### src/rtl/product_accumulator.sv
// product_accumulator: registered MAC back end for the 4-bit array multiplier.
// Sums N_TERMS consecutive 8-bit products behind a valid/ready input and
// presents each block sum, with a sticky per-block overflow flag, on a
// valid/ready output. Two states: ACCUM collects products, DONE holds the result.
module product_accumulator #(
  parameter int unsigned N_TERMS = 4,
  parameter int unsigned ACC_W   = 10
) (
  input  logic                           clk,
  input  logic                           rst,
  input  logic                           in_valid,
  output logic                           in_ready,
  input  logic [7:0]                     product,
  input  logic                           clear,
  output logic                           out_valid,
  input  logic                           out_ready,
  output logic [ACC_W-1:0]               sum,
  output logic                           overflow,
  output logic [$clog2(N_TERMS+1)-1:0]   term_count
);

  localparam int unsigned CNT_W = $clog2(N_TERMS + 1);
  // Adder is wide enough for either operand plus one carry bit, so a narrow
  // ACC_W still sees every product bit when detecting overflow.
  localparam int unsigned EXT_W = ((ACC_W > 8) ? ACC_W : 8) + 1;

  localparam logic [0:0] ST_ACCUM = 1'b0;
  localparam logic [0:0] ST_DONE  = 1'b1;

  logic [0:0]       state_q, state_d;
  logic [ACC_W-1:0] acc_q, acc_d;
  logic [CNT_W-1:0] cnt_q, cnt_d;
  logic             ovf_q, ovf_d;

  logic [EXT_W-1:0] add_full;
  logic             add_carry;
  logic             last_term;

  // Unsigned add of the running sum and the incoming product.
  always_comb begin
    add_full  = EXT_W'(acc_q) + EXT_W'(product);
    add_carry = |add_full[EXT_W-1:ACC_W];
    last_term = (cnt_q == CNT_W'(N_TERMS - 1));
  end

  // Next-state logic: clear beats everything, then output transfer, then accept.
  always_comb begin
    state_d = state_q;
    acc_d   = acc_q;
    cnt_d   = cnt_q;
    ovf_d   = ovf_q;
    if (clear) begin
      // Aborts a partial block or drops a held result without transfer.
      state_d = ST_ACCUM;
      acc_d   = '0;
      cnt_d   = '0;
      ovf_d   = 1'b0;
    end else if (state_q == ST_DONE) begin
      if (out_ready) begin
        state_d = ST_ACCUM;
        acc_d   = '0;
        cnt_d   = '0;
        ovf_d   = 1'b0;
      end
    end else if (in_valid) begin
      acc_d = add_full[ACC_W-1:0];
      cnt_d = cnt_q + CNT_W'(1);
      ovf_d = ovf_q | add_carry;
      if (last_term) begin
        state_d = ST_DONE;
      end
    end
  end

  // State registers with asynchronous active-high reset.
  always_ff @(posedge clk or posedge rst) begin
    if (rst) begin
      state_q <= ST_ACCUM;
      acc_q   <= '0;
      cnt_q   <= '0;
      ovf_q   <= 1'b0;
    end else begin
      state_q <= state_d;
      acc_q   <= acc_d;
      cnt_q   <= cnt_d;
      ovf_q   <= ovf_d;
    end
  end

  // Outputs come straight from registers; no out_ready -> in_ready path.
  always_comb begin
    in_ready   = (state_q == ST_ACCUM);
    out_valid  = (state_q == ST_DONE);
    sum        = acc_q;
    overflow   = ovf_q;
    term_count = cnt_q;
  end

endmodule

### config.mk
export PLATFORM = sky130hd
export DESIGN_NAME = product_accumulator
export DESIGN_NICKNAME = d
export VERILOG_FILES = /design/src/rtl/product_accumulator.sv
export SDC_FILE = /design/constraint.sdc
export NUM_CORES = 1
export LEC_CHECK = 0
export CORE_ASPECT_RATIO = 1.1
export CORE_UTILIZATION = 40
export CTS_BUF_LIST = sky130_fd_sc_hd__clkbuf_4 sky130_fd_sc_hd__clkbuf_8
export CTS_CLUSTER_DIAMETER = 60
export DETAILED_ROUTE_END_ITERATION = 6
export PLACE_DENSITY = 0.67
export SKIP_LAST_GASP = 1
export SYNTH_ARGS = -nofsm -noshare
export SYNTH_HDL_FRONTEND = slang
export SYNTH_SLANG_ARGS = --single-unit
### constraint.sdc
create_clock -name clk -period 2.05 [get_ports clk]
set_input_delay 0.41 -clock clk [delete_from_list [all_inputs] [get_ports clk]]
set_output_delay 0.41 -clock clk [all_outputs]
set_load 0.02 [all_outputs]
==> results.json <==
{
  "dr.pass1.iters": 4,
  "pwr-share-seq_pct": 38.7,
  "yosysMostFrequentCell": "dfrtp_1",
  "drt_iter0_drc": 14,
  "holdCritPathClass": "in -> async",
  "diodes": 0,
  "slew_headroom_pct": 57.7,
  "cts_root_buffer": "clkbuf_4",
  "io_buffer_count": 28,
  "rsz0062_at_grt": "no",
  "synth-edff-count": 0,
  "synth_top_area_share_pct": 38.6,
  "vias": 922,
  "r2r_cells": 8,
  "place_inst": 173,
  "critPathLaunchType": "input port",
  "fin_skew_ns": 0.00392,
  "clock.fmax_mhz": 508,
  "regToRegSetupSlack_ns": 0.28,
  "switching_share_pct": 34.4,
  "finalHoldViolCount": 0,
  "ys.flop_type": "dfrtp_1",
  "post-place-ws_ns": -0.242,
  "numCtsBuffers": 3,
  "clkPwrFrac_pct": 20.8,
  "core_um2": 2270,
  "instances_no_fill": 177,
  "cp_slowest_stage_delay_ns": 0.46,
  "final_cell_area_um2": 1370,
  "crit_chain": "clkdlybuf4s50_1 > ha_1 > inv_1 > fa_2 > nand2b_4 > a21o_1 > a31oi_2 > xnor2_1 > nor2_1",
  "num_rows": 18,
  "comb_power_share_pct": 40.5,
  "synth.avg_cell_area_um2": 8.84,
  "report.final.slew_viol_count": 0,
  "seq_area_frac_synth_pct": 38.6,
  "tightest_slew_ns": 0.634,
  "final_util_pct": 60.2,
  "crit_path_max_fanout": 2,
  "intPower_w": 0.000593,
  "powerDensity_nw_per_um2": 660,
  "post-route-min-period_ns": 1.97,
  "syn_to_final_growth_pct": 40.9,
  "io_pins": 29,
  "cts_buffer_depth": 2,
  "cp.arrival_ns": 2.14,
  "synth_area_leader_cell": "dfrtp_1",
  "synth_area_leaders": "dfrtp_1 39%, ha_1 13%, o21ai_0 6.7%",
  "cp_slowest_cell": "clkdlybuf4s50_1",
  "ant_nets": 0,
  "synth_nets": 134,
  "clk_latency_ns": 0.28,
  "grt_max_degree": 16,
  "path_clk_slew_ns": 0.10,
  "setup_viol": 0,
  "grt_usage_pct": 18.5,
  "gp_congestion": 0.871,
  "synth-async-reset-ratio_pct": 100,
  "die_area_um2": 2630,
  "synthCells": 110,
  "finalCritPeriodShare_pct": 96.0,
  "reg2reg_to": "sum[8]",
  "setup_ws_ns": 0.0829,
  "power.total_w": 0.000905,
  "synthDistinctLibCells": 27,
  "ys_seq_elements": 15,
  "start_util_pct": 42.7,
  "p_switching_w": 0.000311,
  "cts_sinks": 15,
  "irDropWorstVdd_v": 0.000343,
  "grt_pass1_wl_mm": 3.66,
  "rr_startpoint": "sum[0]",
  "status": "finished, final reports clean",
  "end_kind": "flop",
  "wl_per_cell_um": 12.4,
  "die_h_um": 53.7,
  "synth_area_um2": 972,
  "drt-vias-per-instance": 5.21,
  "htree_levels": 1,
  "power.leakage_nw": 0.607,
  "die_w_um": 49.0,
  "synth.cells.most_frequent": "15 x dfrtp_1, 14 x nand2_1, 13 x o21ai_0",
  "globalRouteOverflowTotal": 0,
  "yosys_warnings": 0,
  "drc": 0,
  "path_class": "in -> reg",
  "grt_pass1_vias": 876,
  "crit_required_ns": 2.22,
  "drive_above_1_share_pct": 9.52,
  "antenna_found_initial": 0,
  "nets": 172,
  "cts_tree": "yes",
  "drt-total-wl_mm": 2.20,
  "dpl_cell_area_um2": 1330,
  "dp_hpwl_mm": 1.69,
  "cap_violations": 0
}
placed cells by master, fill, tap and decap left out, types with 2 or more instances in the layout:
cell	count
clkdlybuf4s50_1	28
buf_4	6
o211ai_1	2
a21oi_1	7
a31oi_1	2
xnor2_1	2
a21o_1	3
clkbuf_4	4
nand2_1	14
inv_1	8
a22o_1	2
o21ai_1	4
o21ai_0	12
nor2_1	10
nand2b_1	3
xor2_1	3
dfrtp_1	15
ha_1	10
flip-flops by register name, summed over array words and instances, names as in the netlist:
signal	flops
overflow	1
out_valid	1
term_count	3
sum	10
area by class of cell:
class	instances	area, um2
Clock buffer	4	30.0
Fill cell	215	905
Inverter	8	30.0
Multi-Input combinational cell	86	572
Sequential cell	15	375
Tap cell	30	37.5
Timing Repair Buffer	34	325
power groups by stage:
stage / clock [W] / sequential [W] / combinational (W)
after floorplan: 0 / 0.000390 / 0.000187
after global placement: 0 / 0.000355 / 0.000357
after detailed placement: 0 / 0.000357 / 0.000360
after CTS: 0.000194 / 0.000351 / 0.000362
after global routing: 0.000212 / 0.000356 / 0.000403
final: 0.000188 / 0.000350 / 0.000366
kinds of logic (layout without fill, tap and decap cells):
kind of cell	count (synthesis)	after routing	share of synthesized area, %
buf+inv	9	46	3.60
compound gates	37	37	23.6
fa+ha+maj	11	11	14.9
flops	15	15	38.6
xor+xnor	5	5	4.51
simple gates	33	33	14.8
critical path: cells and delay by family:
family          cells  cell delay [ns]
buf+inv             2             0.51
fa+ha+maj           2             0.49
compound gates      2             0.39
simple gates        2             0.20
xor+xnor            1             0.14
repair_timing:
item / 4_1_cts / 5_1_grt
buffers inserted: 0 / 0
resized for setup: 0 / 3
hold endpoints to repair: 0 / 0
hold buffers: 0 / 0
endpoints found under the setup margin: 0 / 2
metrics by stage:
| stage | TNS [ns] | hold WS [ns] |
|---|---|---|
| 2_1_floorplan | 0 | 0.311 |
| 6_report | 0 | 0.496 |
| 3_5_place_dp | -1.20 | 0.499 |
| 4_1_cts | 0 | 0.517 |
| 3_3_place_gp | -1.04 | 0.490 |
| 5_1_grt | 0 | 0.559 |
layer usage:
layer	global-route usage, %	share of wire (%)	up-vias
met2	34.0	51	27
met5	0	0	-
met4	5.88	0.36	0
met3	3.67	4.9	2
met1	22.0	44	427
li1	-	-	466
worst max path at each step:
stage | start | endpoint | slack [ns] | cells past startpoint
2_1_floorplan | sum[0] | sum[8] | 0.15 | 8
3_3_place_gp | product[0] | sum[8] | -0.22 | 9
3_5_place_dp | product[0] | sum[8] | -0.24 | 9
4_1_cts | product[0] | overflow | 0.06 | 9
5_1_grt | product[0] | sum[8] | 0.02 | 9
6_report | product[0] | sum[8] | 0.08 | 9
(Power assumes the default switching activity.)
